[config.mk]
export PLATFORM = sky130hd
export DESIGN_NAME = mem_arbiter
export DESIGN_NICKNAME = d
export VERILOG_FILES = /design/src/rtl/mem_arbiter_pkg.sv /design/src/rtl/mem_arbiter_store_fifo.sv /design/src/rtl/mem_arbiter.sv
export SDC_FILE = /design/constraint.sdc
export NUM_CORES = 1
export LEC_CHECK = 0
export BUFFER_PORTS_ARGS = -buffer_cell sky130_fd_sc_hd__buf_2
export CORE_UTILIZATION = 30
export DETAILED_ROUTE_END_ITERATION = 8
export SLEW_MARGIN = 20
export SYNTH_ARGS = -nofsm -noshare
export SYNTH_HDL_FRONTEND = slang
export SYNTH_SLANG_ARGS = --single-unit
[constraint.sdc]
create_clock -name clk -period 5.5 [get_ports clk]
set_input_delay 1.1 -clock clk [delete_from_list [all_inputs] [get_ports clk]]
set_output_delay 1.1 -clock clk [all_outputs]
set_load 0.01 [all_outputs]
[src/rtl/mem_arbiter_pkg.sv]
// Shared defines for the memory arbiter: op encodings, MSB depth, FSM states,
// store-buffer entry layout and small decode/extend helpers.
package mem_arbiter_pkg;

  localparam logic True  = 1'b1;
  localparam logic False = 1'b0;

  localparam int OpIdW = 4;
  typedef logic [OpIdW-1:0] OpIdBus;

  localparam OpIdBus OP_LB  = 4'd1;
  localparam OpIdBus OP_LH  = 4'd2;
  localparam OpIdBus OP_LW  = 4'd3;
  localparam OpIdBus OP_LBU = 4'd4;
  localparam OpIdBus OP_LHU = 4'd5;
  localparam OpIdBus OP_SB  = 4'd6;
  localparam OpIdBus OP_SH  = 4'd7;
  localparam OpIdBus OP_SW  = 4'd8;

  localparam int MSB_DEPTH = 4;

  typedef enum logic [1:0] {
    IDLE  = 2'd0,
    FETCH = 2'd1,
    LOAD  = 2'd2,
    STORE = 2'd3
  } arb_state_e;

  typedef struct packed {
    OpIdBus      op;
    logic [31:0] addr;
    logic [31:0] data;
  } msb_entry_t;

  // Number of bytes moved by a load/store op.
  function automatic logic [2:0] op_bytes(input OpIdBus op);
    logic [2:0] n;
    case (op)
      OP_LB, OP_LBU, OP_SB: n = 3'd1;
      OP_LH, OP_LHU, OP_SH: n = 3'd2;
      default:              n = 3'd4;
    endcase
    return n;
  endfunction

  // Sign- or zero-extend the assembled little-endian bytes of a load.
  function automatic logic [31:0] load_extend(input OpIdBus op, input logic [31:0] raw);
    logic [31:0] v;
    case (op)
      OP_LB:   v = {{24{raw[7]}}, raw[7:0]};
      OP_LBU:  v = {24'h000000, raw[7:0]};
      OP_LH:   v = {{16{raw[15]}}, raw[15:0]};
      OP_LHU:  v = {16'h0000, raw[15:0]};
      default: v = raw;
    endcase
    return v;
  endfunction

endpackage

[src/rtl/mem_arbiter_store_fifo.sv]
// Committed-store buffer (MSB): small FIFO of {op, addr, data} entries.
// Pushes into a full buffer are dropped; push+pop together keep the count.
module store_fifo
  import mem_arbiter_pkg::*;
#(
  parameter int DEPTH = MSB_DEPTH
) (
  input  logic       clk,
  input  logic       rst,
  input  logic       en,
  input  logic       push,
  input  logic       pop,
  input  msb_entry_t push_entry,
  output logic       full,
  output logic       empty,
  output msb_entry_t head
);

  localparam int          PW        = $clog2(DEPTH);
  localparam logic [PW:0] DEPTH_CNT = (PW+1)'(DEPTH);
  localparam logic [PW:0] CNT_ONE   = (PW+1)'(1);
  localparam logic [PW-1:0] PTR_ONE = PW'(1);

  msb_entry_t    mem_q [DEPTH];
  logic [PW-1:0] wr_ptr_q, rd_ptr_q;
  logic [PW:0]   count_q, count_d;
  logic          full_q;
  logic          do_push, do_pop;

  assign do_push = en & push & ~full_q;
  assign do_pop  = en & pop & (count_q != '0);
  assign full    = full_q;
  assign empty   = (count_q == '0);
  assign head    = mem_q[rd_ptr_q];

  // Next occupancy from the accepted push/pop pair.
  always_comb begin
    count_d = count_q;
    if (do_push && !do_pop)      count_d = count_q + CNT_ONE;
    else if (do_pop && !do_push) count_d = count_q - CNT_ONE;
  end

  // Pointers, count and registered full flag.
  always_ff @(posedge clk) begin
    if (rst) begin
      wr_ptr_q <= '0;
      rd_ptr_q <= '0;
      count_q  <= '0;
      full_q   <= False;
    end else begin
      if (do_push) wr_ptr_q <= wr_ptr_q + PTR_ONE;
      if (do_pop)  rd_ptr_q <= rd_ptr_q + PTR_ONE;
      count_q <= count_d;
      full_q  <= (count_d == DEPTH_CNT);
    end
  end

  // Entry storage; contents only matter while counted as valid.
  always_ff @(posedge clk) begin
    if (do_push) mem_q[wr_ptr_q] <= push_entry;
  end

endmodule

[src/rtl/mem_arbiter.sv]
// Byte-serial memory arbiter sharing one 8-bit RAM port between instruction
// fetch, data loads and the committed-store buffer.
//
//   state | meaning
//   IDLE  | arbitration cycle, picks the next access
//   FETCH | 4-byte instruction read, pulses if_done
//   LOAD  | 1/2/4-byte data read, pulses ld_done with extended value
//   STORE | writes the MSB head entry, pops it on its last byte
module mem_arbiter
  import mem_arbiter_pkg::*;
(
  input  logic        clk,
  input  logic        rst,
  input  logic        rdy,
  input  logic        clr,
  input  logic        if_req,
  input  logic [31:0] if_addr,
  output logic        if_done,
  output logic [31:0] if_data,
  input  logic        ld_req,
  input  OpIdBus      ld_op,
  input  logic [31:0] ld_addr,
  output logic        ld_done,
  output logic [31:0] ld_value,
  input  logic        st_push,
  input  OpIdBus      st_op,
  input  logic [31:0] st_addr,
  input  logic [31:0] st_data,
  output logic        msb_full,
  input  logic [7:0]  mem_din,
  output logic [7:0]  mem_dout,
  output logic [31:0] mem_a,
  output logic        mem_wr
);

  arb_state_e  state_q, grant;
  logic [2:0]  cnt_q, nbytes_q;
  logic [31:0] asm_q, asm_d;
  logic        pend_q;
  OpIdBus      pend_op_q;
  logic [31:0] pend_addr_q;
  logic        if_done_q, ld_done_q, mem_wr_q;
  logic [31:0] if_data_q, ld_value_q, mem_a_q;
  logic [7:0]  mem_dout_q;
  logic        rdy_q;
  logic [7:0]  din_hold_q, din_eff;
  logic [1:0]  nxt_idx;
  logic        fifo_full, fifo_empty, fifo_pop;
  msb_entry_t  fifo_head, fifo_in;

  assign fifo_in  = '{op: st_op, addr: st_addr, data: st_data};
  assign fifo_pop = (state_q == STORE) && (cnt_q == nbytes_q - 3'd1);

  store_fifo #(.DEPTH(MSB_DEPTH)) u_msb (
    .clk       (clk),
    .rst       (rst),
    .en        (rdy),
    .push      (st_push),
    .pop       (fifo_pop),
    .push_entry(fifo_in),
    .full      (fifo_full),
    .empty     (fifo_empty),
    .head      (fifo_head)
  );

  // The RAM keeps answering while we are frozen, so the byte that arrived in
  // the first frozen cycle is parked and used once rdy returns.
  assign din_eff = rdy_q ? mem_din : din_hold_q;
  assign nxt_idx = cnt_q[1:0] + 2'd1;

  assign if_done  = if_done_q & rdy;
  assign ld_done  = ld_done_q & rdy;
  assign if_data  = if_data_q;
  assign ld_value = ld_value_q;
  assign msb_full = fifo_full;
  assign mem_a    = mem_a_q;
  assign mem_dout = mem_dout_q;
  assign mem_wr   = mem_wr_q & rdy;

  // Merge the byte arriving this cycle (byte cnt-1) into the read word.
  always_comb begin
    asm_d = asm_q;
    case (cnt_q)
      3'd1:    asm_d[7:0]   = din_eff;
      3'd2:    asm_d[15:8]  = din_eff;
      3'd3:    asm_d[23:16] = din_eff;
      3'd4:    asm_d[31:24] = din_eff;
      default: ;
    endcase
  end

  // Arbitration. Stores drain ahead of a pending load so no load passes an
  // older store; a flush cycle never starts a read.
  always_comb begin
    grant = IDLE;
    if (!fifo_empty && ((pend_q && !clr) || fifo_full)) grant = STORE;
    else if (clr)                                      grant = fifo_empty ? IDLE : STORE;
    else if (pend_q)                                   grant = LOAD;
    else if (if_req)                                   grant = FETCH;
    else if (!fifo_empty)                              grant = STORE;
  end

  // Track previous rdy and park the RAM byte on entry to a freeze.
  always_ff @(posedge clk) begin
    if (rst) begin
      rdy_q      <= True;
      din_hold_q <= '0;
    end else begin
      rdy_q <= rdy;
      if (rdy_q) din_hold_q <= mem_din;
    end
  end

  // Main FSM with pending-load register and registered RAM/result outputs.
  always_ff @(posedge clk) begin
    if (rst) begin
      state_q     <= IDLE;
      cnt_q       <= '0;
      nbytes_q    <= '0;
      asm_q       <= '0;
      pend_q      <= False;
      pend_op_q   <= '0;
      pend_addr_q <= '0;
      if_done_q   <= False;
      ld_done_q   <= False;
      if_data_q   <= '0;
      ld_value_q  <= '0;
      mem_a_q     <= '0;
      mem_dout_q  <= '0;
      mem_wr_q    <= False;
    end else if (rdy) begin
      if_done_q <= False;
      ld_done_q <= False;

      if (clr) begin
        pend_q <= False;
      end else if (ld_req && !pend_q) begin
        pend_q      <= True;
        pend_op_q   <= ld_op;
        pend_addr_q <= ld_addr;
      end

      case (state_q)
        IDLE: begin
          cnt_q <= '0;
          asm_q <= '0;
          case (grant)
            FETCH: begin
              mem_a_q  <= if_addr;
              nbytes_q <= 3'd4;
            end
            LOAD: begin
              mem_a_q  <= pend_addr_q;
              nbytes_q <= op_bytes(pend_op_q);
            end
            STORE: begin
              mem_a_q    <= fifo_head.addr;
              mem_dout_q <= fifo_head.data[7:0];
              mem_wr_q   <= True;
              nbytes_q   <= op_bytes(fifo_head.op);
            end
            default: ;
          endcase
          state_q <= grant;
        end

        FETCH, LOAD: begin
          asm_q <= asm_d;
          if (clr) begin
            state_q <= IDLE;
          end else if (cnt_q == nbytes_q) begin
            state_q <= IDLE;
            if (state_q == FETCH) begin
              if_done_q <= True;
              if_data_q <= asm_d;
            end else begin
              ld_done_q  <= True;
              ld_value_q <= load_extend(pend_op_q, asm_d);
              pend_q     <= False;
            end
          end else begin
            cnt_q <= cnt_q + 3'd1;
            if (cnt_q + 3'd1 < nbytes_q) mem_a_q <= mem_a_q + 32'd1;
          end
        end

        STORE: begin
          if (cnt_q == nbytes_q - 3'd1) begin
            mem_wr_q <= False;
            state_q  <= IDLE;
          end else begin
            cnt_q      <= cnt_q + 3'd1;
            mem_a_q    <= mem_a_q + 32'd1;
            mem_dout_q <= fifo_head.data[{nxt_idx, 3'b000} +: 8];
          end
        end

        default: state_q <= IDLE;
      endcase
    end
  end

endmodule
==> flow_summary.ini <==
[routing]
num_vias = 14327
drt_iter0_drc = 1131
drt-pass1-iter-count = 6
drt-total-wl_um = 58200
remaining_drc_errors = 0
postRouteAntennaNets = 0
viasPerCell = 5.12
wl_per_cell_um = 20.8

[synth]
syn_area_um2 = 19900
ys_async_sr_fraction_pct = 0
ys_ff_latch = 475
synth_edf_count = 272
synth_cell_type_count = 73
synthFlopType = edfxtp_1
syn_nets = 1832
avgSynthCellArea_um2 = 12.0
synth_warnings = 0
synthCells = 1657
yosysSeqAreaShare_pct = 61.5

[clock_network]
cts_setup_buffers = 0
root_buffer = clkbuf_16
clock_path_buffers = 3
cts_tree = done
cts_buffers = 52
clock_latency_ns = 0.60
clk_pin_slew_ns = 0.06
cts.repair.resized = 0
ctsHoldBuffers = 0
cts_sinks = 475
h-tree-depth = 2

[sta]
rsz0062_at_grt = no
max_freq_mhz = 262
fin_skew_ns = 0.0120
hold_viol_final = 0
finalSetupViolations = 0
hold-worst-slack_ns = 0.450
fin_crit_sh_pct = 69.4
maxSlewViolCount = 0
slew_headroom_pct = 24.4
final.setup.tns_ns = 0
worst_slew_pin_slew_ns = 1.13
layout_min_cycle_time_ns = 3.82

[final_layout]
nets = 2053
fin_cells = 2797
layout_commonest_cell = nand2_1
area_delta_synth_final_pct = 19.7
drive_above_1_share_pct = 24.8
layout_common_cells = nand2_1, edfxtp_1, buf_2
final_area_um2 = 23800

[worst_hold_path]
hold_path_end = if_data[30]
holdCritPathClass = flop to flop
hold_depth = 2
hp-start = if_data[30]

[global_route]
grt_max_degree = 104
antenna_found_initial = 22
grt_usage_pct = 17.1
grt_pass1_vias = 14201
grt_first_pass_wirelength_um = 87500
grt_overflow = 0

[floorplanning]
io_pins = 259
placement_rows = 94
die_area_um2 = 67300
die_w_um = 259
core_area_um2 = 65600
initial_core_util_pct = 30.3
die_y_um = 259

[critical_path]
r2r_start = cnt_q[0]
r2r_setup_slack_ns = 1.68
cp-end-kind = flop
rr_endpoint = mem_a[29]
cp_max_fo = 27
path_class = flop to flop
ff2ff_path_depth = 8
crit_required_ns = 6.00
crit_path_start_kind = flop
arrival_ns = 4.32

[placed_design]
place_inst = 2688
dpl.hpwl_um = 39900
gp_congestion = 0.873
portBuffers = 258
placed_cell_area_um2 = 22100

[outcome]
outcome = finished, final reports clean

[flow_run]
cap_violations = 0

[power]
ir_drop_mv = 0.321
p_leak_nw = 8.31
p_per_area_nw_per_um2 = 360
-- Yosys cell counts (all sizes together), types with 3 or more instances --
cell	instances	area, um^2
or4	4	30.0
o311ai	4	35.0
inv	34	128
nand2b	15	101
a31oi	26	163
and4	7	61.3
nor3	36	180
o31ai	10	75.1
nor2b	13	81.3
o211ai	8	60.1
nor4	11	105
nor2	107	402
and3	3	18.8
buf	34	178
a21oi	136	681
a21o	5	37.5
nand3	21	105
xor2	4	35.0
clkbuf	85	320
and2	9	56.3
xnor2	5	51.3
a221oi	16	140
or3	6	37.5
a22oi	35	263
a41o	7	70.1
nand4	20	146
o21ai	35	175
a31o	9	78.8
a211oi	53	460
dfxtp	203	4060
a22o	9	78.8
mux4	68	1530
mux2i	9	90.1
ha	24	300
edfxtp	272	8170
nand2	281	1050
-- cell families (layout without fill, tap and decap cells) --
logic type	count (synthesis)	in the layout	share of synthesized area (%)
AO/OA/AOI/OAI	371	371	12.5
multiplexers	79	79	8.27
XOR/XNOR	10	10	0.547
other	0	12	0
AND/OR/NAND/NOR	545	545	12.6
adder cells (fa/ha/maj)	24	24	1.51
flip-flops	475	475	61.5
buffers and inverters	153	417	3.15
-- routing by layer --
| metal | part of all wire, % | GRT usage, % | vias to the layer above |
|---|---|---|---|
| met2 | 47 | 26.9 | 488 |
| met5 | 0.18 | 0 | - |
| met3 | 7.4 | 4.75 | 116 |
| met4 | 3.5 | 6.67 | 16 |
| li1 | - | - | 6644 |
| met1 | 42 | 22.2 | 7063 |
-- critical path, cell delays in order, from the launching register on --
cell and delay (ns):
dfxtp_1 0.45, inv_1 0.26, ha_1 0.81, ha_1 0.36, nor2b_1 0.13, o211ai_1 0.20, o211a_1 0.94, nand2_1 0.24
o31ai_1 0.30
-- state kept, by name, summed over array words and instances, names as in the netlist, 2 cells and up, named ones only --
name	count
state_q	2
din_hold_q	8
cnt_q	3
u_msb.count_q	3
nbytes_q	3
pend_addr_q	32
ld_value	32
if_data	32
u_msb.rd_ptr_q	2
u_msb.wr_ptr_q	2
mem_dout	8
pend_op_q	4
u_msb.mem_q	272
asm_q	32
mem_a	32
-- stage by stage --
step	total power [mW]	setup WS [ns]	util, %
after floorplan	4.73	1.94	-
after global placement	5.17	1.43	33.6
after detailed placement	5.20	1.32	33.6
after CTS	8.66	1.71	36.2
after global routing	8.91	1.35	36.3
final	8.57	1.68	36.3
-- layout make-up --
class / count / area, um^2
fillers: 6468 / 41800
flip-flops and latches: 475 / 12200
multi-input cells: 1029 / 7050
repair buffers: 286 / 1570
clock buffers: 78 / 1500
well taps: 864 / 1080
clock inverters: 19 / 204
inverters: 34 / 128
diodes: 12 / 30.0
-- power breakdown --
group	leakage (nW)	internal (mW)	switching [mW]
Combinational	3.36	0.386	0.711
Clock	0.827	1.99	1.46
Sequential	4.12	3.89	0.132
Total	8.31	6.27	2.30
-- worst max-delay path by stage --
stage               startpoint           endpoint  slack (ns)  depth (start not counted)
floorplan                  rdy  u_msb.mem_q[0][0]        1.94                          3
global placement           clr           mem_a[4]        1.43                         10
detailed placement         clr          mem_a[29]        1.32                         11
CTS                   cnt_q[0]          mem_a[29]        1.71                          8
global route          cnt_q[0]          mem_a[29]        1.35                          8
finish                cnt_q[0]          mem_a[29]        1.68                          8
Power figures use the tool's default switching activity.
